File: config.mk
export PLATFORM = sky130hd
export DESIGN_NAME = alu_unit
export DESIGN_NICKNAME = d
export VERILOG_FILES = /design/src/rtl/alu_pkg.sv /design/src/rtl/alu_addsub.sv /design/src/rtl/alu_unit.sv
export SDC_FILE = /design/constraint.sdc
export NUM_CORES = 1
export LEC_CHECK = 0
export ABC_AREA = 1
export BUFFER_PORTS_ARGS = -buffer_cell sky130_fd_sc_hd__buf_2
export CORE_UTILIZATION = 55
export CTS_CLUSTER_DIAMETER = 50
export DETAILED_ROUTE_END_ITERATION = 8
export GPL_TIMING_DRIVEN = 0
export PLACE_DENSITY = 0.83
export SYNTH_ARGS = -nofsm -noshare
export SYNTH_HDL_FRONTEND = slang
export SYNTH_SLANG_ARGS = --single-unit
File: constraint.sdc
create_clock -name clk -period 6.6 [get_ports clk]
set_input_delay 1.32 -clock clk [delete_from_list [all_inputs] [get_ports clk]]
set_output_delay 1.32 -clock clk [all_outputs]
set_load 0.01 [all_outputs]
File: src/rtl/alu_pkg.sv
// alu_pkg: shared ALU operation encoding and default datapath width
package alu_pkg;
  typedef enum logic [1:0] {
    ALU_ADD = 2'b00,
    ALU_SUB = 2'b01,
    ALU_AND = 2'b10,
    ALU_OR  = 2'b11
  } alu_op_e;
  localparam int ALU_DEFAULT_WIDTH = 8;
endpackage

File: src/rtl/alu_addsub.sv
// alu_addsub: combinational adder/subtractor (a + ~b + 1 when sub) with carry-out and signed overflow
module alu_addsub #(
  parameter int WIDTH = 8
) (
  input  logic [WIDTH-1:0] a,
  input  logic [WIDTH-1:0] b,
  input  logic             sub,
  output logic [WIDTH-1:0] sum,
  output logic             cout,
  output logic             ovf
);
  logic [WIDTH-1:0] bx;
  assign bx = sub ? ~b : b;
  assign {cout, sum} = {1'b0, a} + {1'b0, bx} + {{WIDTH{1'b0}}, sub};
  assign ovf = (a[WIDTH-1] == bx[WIDTH-1]) && (sum[WIDTH-1] != a[WIDTH-1]);
endmodule

File: src/rtl/alu_unit.sv
// alu_unit: registered add/sub/and/or ALU with Zero/Overflow flags; Carry output when ALU_CARRY_FLAG_EN is defined
module alu_unit
  import alu_pkg::*;
#(
  parameter int WIDTH = ALU_DEFAULT_WIDTH
) (
  input  logic             clk,
  input  logic             rst,
  input  logic             in_valid,
  input  logic [WIDTH-1:0] A,
  input  logic [WIDTH-1:0] B,
  input  logic [1:0]       ALUControl,
  output logic [WIDTH-1:0] Result,
  output logic             Zero,
  output logic             Overflow,
  output logic             out_valid
`ifdef ALU_CARRY_FLAG_EN
  ,
  output logic             Carry
`endif
);
  alu_op_e          op;
  logic [WIDTH-1:0] sum, res_n;
  logic             cy, ovf, ovf_n, cy_n;
  assign op = alu_op_e'(ALUControl);
  alu_addsub #(.WIDTH(WIDTH)) u_addsub (
    .a(A),
    .b(B),
    .sub(op == ALU_SUB),
    .sum(sum),
    .cout(cy),
    .ovf(ovf)
  );
  always_comb begin
    res_n = op == ALU_AND ? A & B : op == ALU_OR ? A | B : sum;
    ovf_n = op[1] ? 1'b0 : ovf;
    cy_n  = op[1] ? 1'b0 : cy;
  end
`ifndef ALU_CARRY_FLAG_EN
  logic unused;
  assign unused = cy_n;
`endif
  always_ff @(posedge clk) begin
    if (rst) begin
      Result    <= '0;
      Zero      <= 1'b1;
      Overflow  <= 1'b0;
      out_valid <= 1'b0;
`ifdef ALU_CARRY_FLAG_EN
      Carry     <= 1'b0;
`endif
    end else begin
      out_valid <= in_valid;
      if (in_valid) begin
        Result   <= res_n;
        Zero     <= res_n == '0;
        Overflow <= ovf_n;
`ifdef ALU_CARRY_FLAG_EN
        Carry    <= cy_n;
`endif
      end
    end
  end
endmodule

==> flow_metrics.py <==
metrics = {
    "detailed_routing": {
        "totalWireLength_mm": 2.70,
        "postRouteAntennaNets": 0,
        "avgRoutedWirePerCell_um": 11.1,
        "drt_first_iter_violations": 44,
        "drc": 0,
        "post_drt_via_cell_ratio": 5.16,
        "vias": 1249,
        "drt-pass1-iter-count": 4,
    },
    "floorplanning": {
        "pin_count": 32,
        "coreArea_um2": 1960,
        "die_h_um": 47.7,
        "num_rows": 16,
        "die_area_um2": 2270,
        "die_w_um": 47.7,
        "initial_core_util_pct": 58.5,
    },
    "setup_path": {
        "crit_path_end_kind": "flop",
        "critPathLaunchType": "input pin",
        "required_ns": 6.78,
        "reg2reg_slack_ns": 5.89,
        "critical_path_peak_fanout": 9,
        "crit_arrival_ns": 3.18,
        "crit_type": "in2reg",
        "r2r_cells": 4,
    },
    "yosys": {
        "synth_cells": 182,
        "yosys_warnings": 0,
        "synth_cell_types": 28,
        "syn-num-nets": 214,
        "yosysSeqAreaShare_pct": 19.2,
        "avgSynthCellArea_um2": 6.30,
        "synth_seq_cells": 11,
        "syn_area_um2": 1150,
    },
    "cts": {
        "cts_buffers": 3,
        "cts_hold_buf": 0,
        "cts_max_level": 1,
        "clock_path_buffers": 2,
        "cts_tree": "done",
        "cts_setup_buffers": 0,
        "clockRootBuffer": "clkbuf_4",
        "cts.clk_slew.worst_paths_ns": 0.07,
        "insertion_delay_ns": 0.27,
        "clock_sinks": 11,
        "cts.repair.resized": 0,
    },
    "pwr": {
        "ir_worst_vdd_v": 0.0000835,
        "powerDensity_nw_per_um2": 164,
        "p_leak_uw": 0.000776,
    },
    "grt": {
        "grt_max_degree": 11,
        "grt_pass1_wl_mm": 4.20,
        "grt_pass1_vias": 1066,
        "antenna_found_initial": 0,
        "overflow": 0,
        "grt.total_usage_pct": 25.8,
    },
    "timing": {
        "setup_viol": 0,
        "whs_ns": 0.471,
        "worst_slack_ns": 3.59,
        "setup_tns_ns": 0,
        "post-route-period-util_pct": 45.6,
        "period_minus_slack_ns": 3.01,
        "hold_viol_final": 0,
        "fin_worst_skew_ns": 0,
        "slew-limit-headroom_pct": 70.3,
        "rsz0062_at_grt": "no",
        "fmax_mhz": 332,
        "slew_viol_final": 0,
        "tightest_slew_ns": 0.442,
    },
    "placement": {
        "portBuffers": 29,
        "placed_cell_area_um2": 1330,
        "post-place-ws_ns": 3.34,
        "gp_congestion": 0.833,
        "dp_hpwl_mm": 2.17,
    },
    "final_layout": {
        "multi_input_area_um2": 792,
        "final_area_um2": 1350,
        "fin_util_pct": 68.9,
        "register_area_um2": 220,
        "area_growth_pct": 17.9,
        "final_nets": 248,
        "fillers": 193,
        "drive_gt1_share_pct": 20.5,
        "antennaDiodeCount": 0,
    },
    "hold_path": {
        "hold_depth": 2,
        "min_path_type": "reg2reg",
    },
    "outcome": {
        "outcome": "finished, final reports clean",
    },
    "flow_run": {
        "maxCapViolCount": 0,
    },
}
-- state kept, by name, summed over array words and instances, names as in the netlist --
signal / count
Zero: 1
Overflow: 1
Result: 8
out_valid: 1
-- area by class of cell --
cell class                 count  area share (%)
sequential                    11            16.3
timing repair buffer          29            10.7
inverter                      26            7.77
tap                           27            2.50
clock buffer                   4            1.94
buffer                         3            2.22
multi-input combinational    142            58.6
-- cell families after synthesis --
| logic type | after synthesis | synth area share (%) |
|---|---|---|
| DFF | 11 | 19.2 |
| AOI/OAI and AO/OA | 23 | 11.2 |
| adders and majority gates | 11 | 12.7 |
| xor gates and xnor gates | 6 | 4.58 |
| buffers and inverters | 29 | 11.8 |
| and+or+nand+nor | 102 | 40.6 |
-- critical path: stages --
cell and delay, ns:
buf_6 0.12, inv_8 0.08, nand2_4 0.12, xnor2_1 0.16, ha_1 0.33, a21oi_1 0.14, a21boi_0 0.41, nand2_2 0.10
nand2_1 0.07, nand3_1 0.07, nand2_1 0.11, nand2_1 0.07, nand2_1 0.05, inv_1 0.03
-- synthesized netlist by cell type (all sizes together) --
cell type,n,area [µm²]
ha,10,125
o21bai,1,7.51
buf,1,11.3
inv,26,105
nand3b,4,30.0
o21ai,7,35.0
clkbuf,2,18.8
a31oi,5,31.3
nand2,46,195
a21oi,8,40.0
a21boi,1,7.51
nor2,25,93.8
and2,1,7.51
dfxtp,11,220
xor2,1,8.76
or2,2,12.5
nor3,1,5.00
o211ai,1,7.51
fa,1,20.0
nand4,1,6.26
nand3,22,115
xnor2,5,43.8
-- path summary, 6_finish.rpt --
path | start | endpoint
hold reg to reg | Zero | Zero
setup / recovery | ALUControl[1] | Result[7]
setup reg to reg | Result[5] | Result[5]
hold / removal | Zero | Zero
-- power by group --
part | switching [µW] | internal [µW]
sequential | 2.53 | 71.7
clock | 23.7 | 23.4
combinational | 60.1 | 39.7
-- layer usage --
layer	GRT usage, %	wire length (µm)
met1	30.6	1240
met2	46.0	1330
met3	6.04	115
met4	7.78	10
met5	0	0
-- through the flow --
| step | std cells | total power (µW) |
|---|---|---|
| 2_1_floorplan | 182 | 145 |
| 3_3_place_gp | 238 | 170 |
| 3_5_place_dp | 238 | 173 |
| 4_1_cts | 242 | 219 |
| 5_1_grt | 242 | 241 |
| 6_report | 242 | 221 |
-- cells in the final DEF, fill, tap and decap left out --
cell and count:
a21boi_0 1, a21oi_1 8, a31oi_1 5, and2_2 1, buf_2 29, buf_6 1, clkbuf_1 1, clkbuf_2 1
clkbuf_4 3, clkbuf_8 1, dfxtp_1 11, fa_1 1, ha_1 10, inv_1 25, inv_8 1, nand2_1 41
nand2_2 3, nand2_4 2, nand3_1 21, nand3_2 1, nand3b_1 4, nand4_1 1, nor2_1 25, nor3_1 1
o211ai_1 1, o21ai_0 7, o21bai_1 1, or2_1 1, or2_2 1, xnor2_1 5, xor2_1 1
Power figures use the tool's default switching activity.
